**src/rtl/latch_monitor.sv**
```systemverilog
// latch_monitor: watches a D-latch (d, e in; q, p out) and checks its outputs
// against an internally tracked expected value once its inputs have settled.
// Mismatches are counted and set a sticky error flag. Sampled enable cycles
// are counted too.
module latch_monitor #(
    parameter int CNT_W  = 8,
    parameter int SETTLE = 1    // clean cycles before checking; 1..15
) (
    input  logic             clk,
    input  logic             rst,
    input  logic             d,
    input  logic             e,
    input  logic             q,
    input  logic             p,
    input  logic             clr,
    output logic [1:0]       state,
    output logic             chk_valid,
    output logic             err,
    output logic [CNT_W-1:0] mism_cnt,
    output logic [CNT_W-1:0] load_cnt
);

    typedef enum logic [1:0] {
        ST_INIT   = 2'b00,
        ST_SETTLE = 2'b01,
        ST_CHECK  = 2'b10,
        ST_ERROR  = 2'b11
    } state_t;

    localparam logic [CNT_W-1:0] CNT_MAX = {CNT_W{1'b1}};

    state_t           r_state;
    state_t           w_state_next;
    logic [3:0]       r_settle_cnt;
    logic [3:0]       w_settle_next;
    logic             r_d_prev;
    logic             r_e_prev;
    logic             r_exp_q;
    logic             r_exp_valid;
    logic             r_err;
    logic             r_chk_valid;
    logic [CNT_W-1:0] r_mism_cnt;
    logic [CNT_W-1:0] r_load_cnt;

    logic             w_change;
    logic             w_pass;
    logic             w_compare;
    logic             w_fail;
    logic [4:0]       w_settle_inc;
    state_t           w_resume;

    // Input change detect, pass criterion (p must be the complement of q)
    // and where a settled FSM goes back to (ERROR is sticky).
    assign w_change     = (d != r_d_prev) || (e != r_e_prev);
    assign w_pass       = (q == r_exp_q) && (p != q);
    assign w_settle_inc = {1'b0, r_settle_cnt} + 5'd1;
    assign w_resume     = r_err ? ST_ERROR : ST_CHECK;
    assign w_fail       = w_compare && !w_pass;

    // Next-state, settle counter and compare-enable; clr forces INIT.
    always_comb begin
        w_state_next  = r_state;
        w_settle_next = r_settle_cnt;
        w_compare     = 1'b0;
        case (r_state)
            ST_INIT: begin
                if (e) begin
                    w_state_next  = ST_SETTLE;
                    w_settle_next = 4'd0;
                end
            end
            ST_SETTLE: begin
                if (w_change) begin
                    w_settle_next = 4'd0;
                end else if (w_settle_inc >= 5'(SETTLE)) begin
                    w_state_next  = w_resume;
                    w_settle_next = 4'd0;
                end else begin
                    w_settle_next = w_settle_inc[3:0];
                end
            end
            ST_CHECK, ST_ERROR: begin
                if (w_change) begin
                    w_state_next  = ST_SETTLE;
                    w_settle_next = 4'd0;
                end else if (r_exp_valid) begin
                    w_compare = 1'b1;
                    if (!w_pass) begin
                        w_state_next = ST_ERROR;
                    end
                end
            end
            default: w_state_next = ST_INIT;
        endcase
        if (clr) begin
            w_state_next  = ST_INIT;
            w_settle_next = 4'd0;
        end
    end

    // FSM state and settle counter registers.
    always_ff @(posedge clk or posedge rst) begin
        if (rst) begin
            r_state      <= ST_INIT;
            r_settle_cnt <= 4'd0;
        end else begin
            r_state      <= w_state_next;
            r_settle_cnt <= w_settle_next;
        end
    end

    // Input history, expected value, sticky error and saturating counters;
    // clr wins over any mismatch or load in the same cycle.
    always_ff @(posedge clk or posedge rst) begin
        if (rst) begin
            r_d_prev    <= 1'b0;
            r_e_prev    <= 1'b0;
            r_exp_q     <= 1'b0;
            r_exp_valid <= 1'b0;
            r_err       <= 1'b0;
            r_chk_valid <= 1'b0;
            r_mism_cnt  <= '0;
            r_load_cnt  <= '0;
        end else begin
            r_d_prev <= d;
            r_e_prev <= e;
            if (clr) begin
                r_exp_valid <= 1'b0;
                r_err       <= 1'b0;
                r_chk_valid <= 1'b0;
                r_mism_cnt  <= '0;
                r_load_cnt  <= '0;
            end else begin
                if (e) begin
                    r_exp_q     <= d;
                    r_exp_valid <= 1'b1;
                    if (r_load_cnt != CNT_MAX) begin
                        r_load_cnt <= r_load_cnt + 1'b1;
                    end
                end
                r_chk_valid <= w_compare;
                if (w_fail) begin
                    r_err <= 1'b1;
                    if (r_mism_cnt != CNT_MAX) begin
                        r_mism_cnt <= r_mism_cnt + 1'b1;
                    end
                end
            end
        end
    end

    assign state     = r_state;
    assign chk_valid = r_chk_valid;
    assign err       = r_err;
    assign mism_cnt  = r_mism_cnt;
    assign load_cnt  = r_load_cnt;

endmodule
```
**config.mk**
```make
export PLATFORM = sky130hd
export DESIGN_NAME = latch_monitor
export DESIGN_NICKNAME = d
export VERILOG_FILES = /design/src/rtl/latch_monitor.sv
export SDC_FILE = /design/constraint.sdc
export NUM_CORES = 1
export LEC_CHECK = 0
export ABC_CLOCK_PERIOD_IN_PS = 1800
export CAP_MARGIN = 20
export CORE_UTILIZATION = 46
export CTS_CLUSTER_SIZE = 25
export DETAILED_ROUTE_END_ITERATION = 6
export PLACE_DENSITY = 0.77
export SLEW_MARGIN = 10
export SYNTH_ARGS = -nofsm -noshare
export SYNTH_HDL_FRONTEND = slang
export SYNTH_SLANG_ARGS = --single-unit
```
**constraint.sdc**
```tcl
create_clock -name clk -period 1.8 [get_ports clk]
set_input_delay 0.18 -clock clk [delete_from_list [all_inputs] [get_ports clk]]
set_output_delay 0.18 -clock clk [all_outputs]
set_load 0.02 [all_outputs]
```
# Yosys cells after proc, flatten, opt, wreduce, memory -nomap -nowiden
# Cells that the tools add are included.
[classes] addsub=3 order_cmp=1 n_eq_ne=15 n_mux=29 n_bitwise=1 n_reduce_logical=15
[ops] op="$mux 8" count=6
[ops] op="$mux 4" count=5
[ops] op="$add 8x1->8 const B" count=2
[ops] op="$ne 8x8->1 const B" count=2
[ops] op="$mux 2" count=7
[ops] op="$ne 3x3->1 const B" count=4
[ops] op="$pmux 4 s3" count=1
[ops] op="$mux 1" count=9
[ops] op="$ne 4x4->1 const B" count=2
[ops] op="$reduce_and 2->1" count=4
[ops] op="$reduce_bool 2->1" count=4
[ops] op="$pmux 2 s3" count=1
[ops] op="$add 4x1->5 const B" count=1
[ops] op="$ge 5x1->1 const B" count=1
[ops] op="$reduce_and 5->1" count=1
[ops] op="$eq 2x2->1 const B" count=2
[ops] op="$ne 1x1->1" count=3
[ops] op="$eq 2x1->1 const B" count=1
[ops] op="$logic_and 1x1->1" count=2
[ops] op="$logic_not 2->1" count=1
[ops] op="$reduce_or 2->1" count=1
[ops] op="$eq 1x1->1" count=1
[ops] op="$logic_not 1->1" count=1
[ops] op="$logic_or 1x1->1" count=1
[ops] op="$not 1->1" count=1
[word_totals] register_bits=28 input_bits=7 output_inout_bits=20 elab_cells=74

# Longest topological paths before layout
[logic_depth] word_depth=7 depth_mapped=6 depth_no_buf=6

# Least setup slack after synthesis
# Ideal clock, no wire load.
[synth_timing] kind="reg-to-reg" from="register r_load_cnt[0] (netlist: load_cnt[0])" to="register r_load_cnt[5] (netlist: load_cnt[5])" setup_time_ns=0.078 t_arrival_ns=1.537 t_required_ns=1.722 setup_slack_ns=0.184 stages_incl_launch_ff=6 path_buffers=0 synth_period_minus_slack_ns=1.616 cell_sequence="dfrtp_1 > ha_1 > nand3_1 > o21ai_2 > or4_1 > a21oi_1"
[synth_between] elab_chain_len=4 elab_cells_between_ends=7 cone_classes="add/sub (1); eq/ne (1); mux (3); reduce/logical (2)"
[synth_rtl] item="start, declared" line_no="43" rtl="logic [CNT_W-1:0] r_load_cnt;"
[synth_rtl] item="start signal, assigned" line_no="138" rtl="r_load_cnt <= r_load_cnt + 1'b1;"
[synth_rtl] item="$add 8x1->8" line_no="138"
[synth_rtl] item="$mux 8" line_no="137" rtl="if (r_load_cnt != CNT_MAX) begin"
[synth_rtl] item="$mux 8" line_no="134" rtl="if (e) begin"
[synth_rtl] item="$mux 8" line_no="127" rtl="if (clr) begin"
# Parallel ways exist; a longest one is shown, timed or not. The select of a mux whose other input is x is not followed.
# A chain may end at the register's enable or synchronous reset.

# Worst setup path after layout
[layout_timing] from="register r_state[1] (netlist: state[1])" to="output port state[1]"
[layout_rtl] item="start, declared" line_no="32" rtl="state_t r_state;"
[layout_rtl] item="start signal, assigned" line_no="107" rtl="r_state <= w_state_next;"
[layout_rtl] item="end, declared" line_no="16" rtl="output logic [1:0] state,"
# No word-level cell between the ends.

==> results.tsv <==
metric	value	unit
Leakage	0.0008031	uW
post-DP HPWL	2.316	mm
first-pass GRT wire length	5.181	mm
total CTS buffers	3	
IO buf count	26	
commonest non-fill, non-tap cell in the layout	dfrtp_1	
DRC viols	0	
Setup Slack @ Placement	-146.3	ps
min-delay worst type	primary input to async pin	
die area	0.003575	mm^2
fin. max-slew vios	0	
clk slew on worst S/H paths	150	ps
vias per cell	5.582	
initial antenna violation count	0	
largest area contributor in the netlist	dfrtp_1	
skew final	5.198	ps
io pins	27	
post-route setup TNS	0	ps
status	finished clean	
Yosys reg bits	28	
DRT iter0 DRCs	58	
Power Total	1131	uW
Antenna Nets Post-Route	0	
critical path type	flip-flop to output port	
Setup crit end kind	output port	
vias in the first global route	1192	
RSZ-0062 raised after global routing	false	
gate count of the mapped netlist	152	
die height	59.80	um
pwr dens	584.1	mW/mm^2
GRT Residual Overflow	0	
Initial Utilization	49.52	%
DP Area	0.001901	mm^2
final core utilization	62.42	%
drt total wl	3.102	mm
Netlist cell types	45	
slowest cell on the critical path	clkdlybuf4s50_1	
MaxCap Viol Count	0	
Async SR Flop Fraction	100.0	%
Max Clock Freq	0.5941	GHz
H-tree levels	1	
worst skew pair latency	330	ps
post-synth top area share	45.60	%
core area	0.003103	mm^2
largest fanout on the critical path	8	
Area Growth Syn to Fin	26.06	%
final worst slack	116.7	ps
Post-synth EDFFs	0	
crit start category	flip-flop	
sequential-to-total area share from yosys stat	45.60	%
number of synthesis warnings	0	
Std-Cell Rows	20	
Slew @ Worst Pin	445.0	ps
drt first pass iters	4	
fin area	0.001937	mm^2
PostCTS Resize Cnt	0	
final critical-path required period	1683	ps
post-CTS setup buffers	0	
max incr delay on CP	660	ps
commonest cells after routing, fill and taps aside	dfrtp_1 (28), clkdlybuf4s50_1 (26), nor2_1 (15)	
Clock Path Buffers	2	
CTS tree	yes	
Tcrit/Tclk final	93.51	%
Fin. Hold Viols	0	
Die W	59.80	um
Buf+Inv Stages, Crit Path	1	
Crit path max-delay family	buffers and inverters	
placer congestion estimate	0.8806	
Final #Nets	200	
post-synthesis cell area	0.001536	mm^2
share of cells above drive strength 1	12.77	%
Max-slew headroom	70.33	%
Peak VDD IR	0.3374	mV
Total Routing Usage GR	19.49	%
via count	1295	
root buffer cell	clkbuf_4	
Required @ worst endpoint	1620	ps
largest net degree at the start of global routing	29	
Avg Inst Size Synth	10.11	um^2
Hold Buf Count CTS	0	
main area contributors after synthesis	dfrtp_1 (46%), nor2_1 (3.7%), ha_1 (3.3%)	
ys flop type	dfrtp_1	
crit path DAT	1500	ps
final setup fails	0	
clock tree sinks	28	
critical-path cell list	clkdlybuf4s50_1	
syn nets	163	
Ant. Diodes	0	
WL per Instance	13.37	um
-- kinds of logic after synthesis --
kind of cell	count (synthesis)	share of synthesized area, %
AO/OA/AOI/OAI	26	11.89
XOR/XNOR	7	5.701
adder cells (fa/ha/maj)	4	3.257
buffers and inverters	11	3.175
flip-flops	28	45.60
multiplexers	7	4.886
AND/OR/NAND/NOR	69	25.49
-- path summary, 6_finish.rpt --
kind	start	to	slack [ps]	cells past startpoint
min	rst	load_cnt[5]	200	3
min in group clk	d	r_d_prev	520	2
max reg2reg	r_d_prev	mism_cnt[4]	120	4
min reg2reg	r_settle_cnt[3]	r_settle_cnt[3]	530	1
max in group asynchronous	rst	load_cnt[7]	1340	3
max	state[1]	state[1]	120	1
-- where the power goes --
group	leakage [uW]	switching, uW	internal (uW)
clock	0.0000210	181	124
combinational	0.000401	87.4	72.1
sequential	0.000381	22.7	644
-- Yosys cell counts, types with 2 or more instances --
master / count
dfrtp_1: 28
nor2_1: 15
nand2_1: 12
inv_1: 8
a21oi_1: 7
nand3_1: 6
nor2b_1: 5
nor4_1: 5
o21ai_0: 5
and2_1: 4
ha_1: 4
nor3_1: 4
xor2_1: 4
and4_1: 3
mux2i_1: 3
a211oi_1: 2
a311oi_1: 2
and3_1: 2
mux2_1: 2
mux2_2: 2
nand4_1: 2
o21a_1: 2
or3_1: 2
or4_1: 2
-- state kept, by name, indices dropped and copies added, names as in the netlist --
register	cells
chk_valid	1
err	1
load_cnt	8
mism_cnt	8
r_d_prev	1
r_e_prev	1
r_exp_q	1
r_exp_valid	1
r_settle_cnt	4
state	2
-- layout make-up --
class / instances / area [um^2]
Clock buffer: 4 / 36.28
Fill cell: 278 / 1166
Inverter: 8 / 30.03
Multi-Input combinational cell: 113 / 787.0
Sequential cell: 28 / 700.7
Tap cell: 44 / 55.05
Timing Repair Buffer: 35 / 327.8
-- worst register-to-register path, delay by kind of cell (launching register included) --
family / cells / cell delay [ps]
xor+xnor: 1 / 240
flops: 1 / 440
mux: 1 / 370
simple gates: 2 / 530
-- layer usage --
layer	global-route usage, %	share of wire (%)	wire (um)	vias to the layer above
met1	25.21	44	1370	624
met3	2.814	4.0	123	9
met2	32.06	49	1520	35
met4	9.302	2.8	88	0
li1	-	-	-	627
met5	0	0	0	-
-- per-stage QoR --
step / hold WS (ps) / std cells
finish: 198.0 / 232
global route: 227.4 / 232
CTS: 204.0 / 232
detailed placement: 503.5 / 228
global placement: 473.6 / 228
floorplan: 211.4 / 152
(Power assumes the default switching activity.)
